### src/rtl/afio_cfg_ctrl.sv
// Register-mapped configuration controller for the 32-pin alternate-function IO mux.
// Sequences AFC changes as park -> settle -> switch -> drain so pins never glitch between functions.
module afio_cfg_ctrl #(
    parameter int SETTLE_CYC = 4
) (
    input  logic        clk,
    input  logic        rst,
    input  logic        bus_req,
    input  logic        bus_we,
    input  logic [3:0]  bus_addr,
    input  logic [31:0] bus_wdata,
    output logic [31:0] bus_rdata,
    output logic        bus_ready,
    input  logic [31:0] pin_in,
    output logic [31:0] gpio_di,
    output logic [31:0] gpio_dir,
    output logic [31:0] gpio_afc,
    output logic [63:0] gpio_pm,
    output logic [63:0] gpio_ps,
    output logic        busy
);

    typedef enum logic [1:0] {S_IDLE, S_PARK, S_SWITCH, S_DRAIN} state_t;

    localparam logic [7:0] SETTLE_LAST = 8'(SETTLE_CYC);

    state_t      state_q, state_d;
    logic [7:0]  cnt_q, cnt_d;
    logic [31:0] data_q, data_d;
    logic [31:0] dir_q, dir_d;
    logic [31:0] afc_cur_q, afc_cur_d;
    logic [31:0] afc_new_q, afc_new_d;
    logic [31:0] park_q, park_d;
    logic [31:0] sync1_q, sync1_d;
    logic [31:0] sync2_q, sync2_d;
    logic [63:0] pm_q, pm_d;
    logic [63:0] ps_q, ps_d;
    logic [31:0] rdata_q, rdata_d;
    logic        ready_q, ready_d;

    logic        busy_w;
    logic        sw_w;
    logic        accept;
    logic [31:0] chg;

    assign busy_w = (state_q != S_IDLE);
    assign sw_w   = (state_q == S_SWITCH);
    // Writes wait for IDLE so no register moves underneath a handover.
    assign accept = bus_req & ~ready_q & (~bus_we | ~busy_w);
    assign chg    = bus_wdata ^ afc_cur_q;

    always_comb begin
        state_d   = state_q;
        cnt_d     = cnt_q;
        data_d    = data_q;
        dir_d     = dir_q;
        afc_cur_d = afc_cur_q;
        afc_new_d = afc_new_q;
        park_d    = park_q;
        pm_d      = pm_q;
        ps_d      = ps_q;
        sync1_d   = pin_in;
        sync2_d   = sync1_q;
        ready_d   = accept;
        rdata_d   = '0;

        if (accept && !bus_we) begin
            case (bus_addr)
                4'd0:    rdata_d = data_q;
                4'd3:    rdata_d = dir_q;
                4'd4:    rdata_d = afc_cur_q;
                4'd5:    rdata_d = pm_q[31:0];
                4'd6:    rdata_d = pm_q[63:32];
                4'd7:    rdata_d = ps_q[31:0];
                4'd8:    rdata_d = ps_q[63:32];
                4'd9:    rdata_d = sync2_q;
                4'd10:   rdata_d = {31'd0, busy_w};
                default: rdata_d = '0;
            endcase
        end

        case (state_q)
            S_PARK: begin
                if (cnt_q == SETTLE_LAST) begin
                    state_d = S_SWITCH;
                end else begin
                    cnt_d = cnt_q + 8'd1;
                end
            end
            S_SWITCH: begin
                afc_cur_d = afc_new_q;
                state_d   = S_DRAIN;
            end
            S_DRAIN: begin
                park_d  = '0;
                cnt_d   = '0;
                state_d = S_IDLE;
            end
            default: ;
        endcase

        if (accept && bus_we) begin
            case (bus_addr)
                4'd0: data_d = bus_wdata;
                4'd1: data_d = data_q | bus_wdata;
                4'd2: data_d = data_q & ~bus_wdata;
                4'd3: dir_d  = bus_wdata;
                4'd4: begin
                    if (chg != '0) begin
                        afc_new_d = bus_wdata;
                        park_d    = chg;
                        cnt_d     = 8'd1;
                        state_d   = S_PARK;
                    end
                end
                4'd5: pm_d[31:0]  = bus_wdata;
                4'd6: pm_d[63:32] = bus_wdata;
                4'd7: ps_d[31:0]  = bus_wdata;
                4'd8: ps_d[63:32] = bus_wdata;
                default: ;
            endcase
        end
    end

    always_ff @(posedge clk) begin
        if (rst) begin
            state_q   <= S_IDLE;
            cnt_q     <= '0;
            data_q    <= '0;
            dir_q     <= '0;
            afc_cur_q <= '0;
            afc_new_q <= '0;
            park_q    <= '0;
            pm_q      <= '0;
            ps_q      <= '0;
            sync1_q   <= '0;
            sync2_q   <= '0;
            rdata_q   <= '0;
            ready_q   <= 1'b0;
        end else begin
            state_q   <= state_d;
            cnt_q     <= cnt_d;
            data_q    <= data_d;
            dir_q     <= dir_d;
            afc_cur_q <= afc_cur_d;
            afc_new_q <= afc_new_d;
            park_q    <= park_d;
            pm_q      <= pm_d;
            ps_q      <= ps_d;
            sync1_q   <= sync1_d;
            sync2_q   <= sync2_d;
            rdata_q   <= rdata_d;
            ready_q   <= ready_d;
        end
    end

    // Parked pins are inputs with AF off, except during SWITCH where the new AF is shown.
    assign gpio_dir  = dir_q & ~park_q;
    assign gpio_afc  = (afc_cur_q & ~park_q) | (afc_new_q & park_q & {32{sw_w}});
    assign gpio_di   = data_q;
    assign gpio_pm   = pm_q;
    assign gpio_ps   = ps_q;
    assign busy      = busy_w;
    assign bus_rdata = rdata_q;
    assign bus_ready = ready_q;

endmodule

### config.mk
export PLATFORM = sky130hd
export DESIGN_NAME = afio_cfg_ctrl
export DESIGN_NICKNAME = d
export VERILOG_FILES = /design/src/rtl/afio_cfg_ctrl.sv
export SDC_FILE = /design/constraint.sdc
export NUM_CORES = 1
export LEC_CHECK = 0
export ABC_AREA = 1
export BUFFER_PORTS_ARGS = -buffer_cell sky130_fd_sc_hd__buf_2
export CORE_ASPECT_RATIO = 0.75
export CORE_UTILIZATION = 30
export DETAILED_ROUTE_END_ITERATION = 7
export PLACE_DENSITY = 0.49
export SETUP_SLACK_MARGIN = 0.4
export SYNTH_ARGS = -nofsm -noshare
export SYNTH_HDL_FRONTEND = slang
export SYNTH_SLANG_ARGS = --single-unit
### constraint.sdc
create_clock -name clk -period 2.1 [get_ports clk]
set_clock_uncertainty 0.1 [all_clocks]
set_input_delay 0.105 -clock clk [delete_from_list [all_inputs] [get_ports clk]]
set_output_delay 0.105 -clock clk [all_outputs]
set_load 0.01 [all_outputs]
==> results.md <==
* Simple-gate share of the synthesized area at 21.6%
* Reg-to-reg startpoint: state_q[1]$_SDFF_PP0_
* Post-synth top area cell: dfxtp_1
* Core ar. at 53000 µm²
* DRT Pass-1 Iters at 5
* Reg2Reg Depth at 13
* FF+latch area at a little under 8000 µm²
* Total GRT Usage at 27.3%
* RSZ-0062 raised after global routing: yes
* Sequential power share at 46.2%
* Max-Cap Viols at 0
* Post-synth EDFFs at 0
* Fraction of the mapped netlist area in adder cells at 0.155%
* Clk root buf: clkbuf_16
* Max-slew violations at 0
* Vias in the first global route at 16.5k
* # fillers at 5134
* Fin. Hold Viols at 0
* Yosys warns at 0
* First-pass GRT wire length at around 110000 µm
* Clock tree buffer depth at 3
* Avg WL per Cell at 22.7 µm
* Buffers on Ports at 329
* Crit-path leading delay family: buffers and inverters
* IR drop worst, VDD at 0.502 mV
* Synth cell types at 42
* Worst stage delay on the critical path at roughly 0.32 ns
* Area contributors post-synth: dfxtp_1, nand2_1, a21oi_1
* Final worst setup slack at -0.0504 ns
* Crit path cell chain: buf_6, nor2_4, buf_12, buf_12, nand2_8, a21oi_4, buf_2
* Arrival time at the worst endpoint at 1.95 ns
* Clock sinks at between 300 and 400
* Placer Congestion at 0.922
* Nets at 2892
* HPWL Detailed at 50800 µm
* DRC errors left at 0
* Final Hold Slack at 0.115 ns
* Failing checks: negative setup slack
* Post-route clock period utilization at 102%
* Clock power frac at 45.7%
* Setup-failing EPs final at 25
* Slowest CP cell: dfxtp_2
* CTS tree: built
* Grt total ovfl at 0
* Mapped Area at 16100 µm²
* Routed WL at ~81000 µm
* Vias at between 15k and 20k
* FF-to-FF setup slack at -0.02 ns
* Ys async rst share at 0%
* Worst Hold Class: input port to flip-flop
* Internal power at between 0.01 and 0.015 W
* Slew headroom at 42.6%
* Final Critical Period at 2.15 ns
* Fmax achieved at 465 MHz
* Multi-input combinational cell area at between 8000 and 9000 µm²
* Post-synthesis sequential area ratio at between 40% and 50%
* Largest net degree at the start of global routing at 68
* Comb pwr share at approximately 8.1%
* Hold depth at 7
* Avg Cell Area, Syn at 7.18 µm²
* CP Buf/Inv Count at 4
* Die ar. at 54700 µm²
* WS Path Type: flip-flop to output pin
* Req. time, crit path at 1.89 ns
* Initial antenna violation count at 8
* Post-Synth XOR/XNOR Area at 0.489%
* Dpl cell area at 19200 µm²
* Syn nets at 2320
* Share of cells above drive strength 1 at 34.6%
* Compound-Gate Fraction of Synth Area at 19.9%
* IO Pins at 330
* End of the worst register-to-register path: park_q[28]$_SDFF_PP0_
* Post-synth top area share at between 40% and 50%
* Chip width at between 200 and 300 µm
* Die span in y at 203 µm
* Vias per cell at 5.12
* Fin area at 25900 µm²
* CTS H-tree lvls at 2
* P_leak at 11.6 nW
* Startpoint Class: flip-flop
* Synth Instances at 2246
* Main synth FF type: dfxtp_1
* Clk_lat worst skew at 0.60 ns
* Synth Register Bits at 395
* Num CTS Buffers at 44
* CP Max Fanout at 7
* CP dominant cell by count: buf_12
* Main combinational cell family by area after synthesis: simple AND/OR/NAND/NOR gates
* ANT nets after route at 0
* NetSw at about 0.0042 W
* Area grow syn2layout at 61.0%
* Pwr Density at 642 nW/µm²
* Slew @ Worst Pin at 0.860 ns
* Clock transition at path regs at 0.06 ns
* Hold wc startpoint: bus_addr[3]
* CP Capture Type: output pin
* Initial Util at 30.4%
* Hold Path Sink: bus_rdata[12]$_SDFF_PP0_
* Post-synthesis mux area share at 0%
* 1st-iter DRT viols at 1949
* Row cnt at 73
* Switching Share at 25.5%
* Outcome: finished, violations left
==> worst max path at each step <==
stage	from	end	slack (ns)	cells after the start
after floorplan	state_q[0]$_SDFF_PP0_	afc_new_q[10]$_SDFFE_PP0P_	0.50	9
final	state_q[0]$_SDFF_PP0_	gpio_afc[16]	-0.05	7
after detailed placement	bus_addr[3]	bus_rdata[2]$_SDFF_PP0_	0.17	10
after global routing	state_q[0]$_SDFF_PP0_	gpio_afc[21]	-0.09	8
after CTS	state_q[0]$_SDFF_PP0_	gpio_afc[16]	-0.03	7
after global placement	bus_addr[3]	bus_rdata[2]$_SDFF_PP0_	0.14	10
==> layout make-up <==
| class | instances | share of cell area (%) |
|---|---|---|
| multi-input cells | 1499 | 32.8 |
| flip-flops and latches | 395 | 30.5 |
| repair buffers | 661 | 24.8 |
| clock buffers | 64 | 4.80 |
| well taps | 712 | 3.43 |
| inverters | 217 | 3.15 |
| clock inverters | 13 | 0.487 |
| diodes | 3 | 0.0289 |
==> layout by cell type, fill, tap and decap left out, types with 19 or more instances in the layout <==
| master | count |
|---|---|
| dlygate4sd3_1 | 84 |
| nand2_1 | 426 |
| buf_2 | 306 |
| buf_16 | 45 |
| dfxtp_1 | 390 |
| o21ai_0 | 81 |
| nor2_1 | 269 |
| o21ai_1 | 85 |
| o21ai_2 | 40 |
| a21oi_1 | 210 |
| nand2_4 | 36 |
| nor2_2 | 30 |
| nand3_1 | 19 |
| clkbuf_16 | 57 |
| a21oi_4 | 27 |
| inv_1 | 206 |
| buf_4 | 98 |
| nand2_2 | 42 |
| nand3_2 | 24 |
| buf_6 | 60 |
| a21oi_2 | 95 |
| buf_12 | 51 |
==> power by group through the flow <==
stage	clock network, W	registers, W	logic [W]
detailed placement	0	0.00784	0.000962
global route	0.00804	0.00770	0.00143
CTS	0.00774	0.00768	0.00121
finish	0.00761	0.00769	0.00135
floorplan	0	0.00784	0.000445
global placement	0	0.00784	0.000957
==> tightest hold or removal path: cells and delay by family <==
| kind | cells | cell delay, ns |
|---|---|---|
| buffers and inverters | 3 | 0.37 |
| and+or+nand+nor | 3 | 0.22 |
| AOI/OAI and AO/OA | 1 | 0.06 |
==> timing repair <==
item	CTS	global route
pin swaps	63	146
gates cloned	41	18
resized for setup	297	379
hold buffers	84	0
setup endpoints to repair	274	314
setup buffers	59	29
endpoints found under the hold margin	311	0
==> cell usage after synthesis (all sizes together), types with 2 or more instances <==
| master | n |
|---|---|
| nor2 | 312 |
| nand3b | 2 |
| buf | 54 |
| a22o | 9 |
| dfxtp | 395 |
| o22ai | 7 |
| xor2 | 5 |
| nand4 | 2 |
| o2111ai | 6 |
| a41oi | 6 |
| nor3 | 6 |
| a211oi | 2 |
| nor4 | 2 |
| xnor2 | 4 |
| nand3 | 47 |
| a21oi | 332 |
| inv | 215 |
| a22oi | 3 |
| o21ai | 212 |
| clkbuf | 81 |
| clkinv | 2 |
| nand2 | 514 |
| a221oi | 17 |
| ha | 2 |
| a31oi | 5 |
==> cell families (layout without fill, tap and decap cells) <==
kind of cell,after synthesis,after routing
flip-flops,395,395
adder cells (fa/ha/maj),2,2
XOR/XNOR,9,9
other,0,3
AO/OA/AOI/OAI,603,603
buffers and inverters,352,955
AND/OR/NAND/NOR,885,885
==> per-stage QoR <==
stage / total power [W] / instances / TNS (ns) / util (%) / setup WS (ns)
global route: 0.0172 / 3563 / -2.31 / 49.0 / -0.0946
detailed placement: 0.00881 / 3253 / 0 / 36.2 / 0.165
floorplan: 0.00828 / 2246 / 0 / - / 0.502
finish: 0.0167 / 3564 / -0.313 / 49.0 / -0.0504
global placement: 0.00880 / 3253 / 0 / 36.2 / 0.135
CTS: 0.0166 / 3514 / -0.190 / 45.4 / -0.0339
==> metal layers <==
layer	share of wire, %	wire length [µm]	GRT usage, %
met1	43	35200	38.9
met2	42	33600	37.6
met3	12	9380	9.67
met4	3.4	2740	9.19
met5	0.075	61	0
No activity file was read; power rests on OpenSTA's default activity.
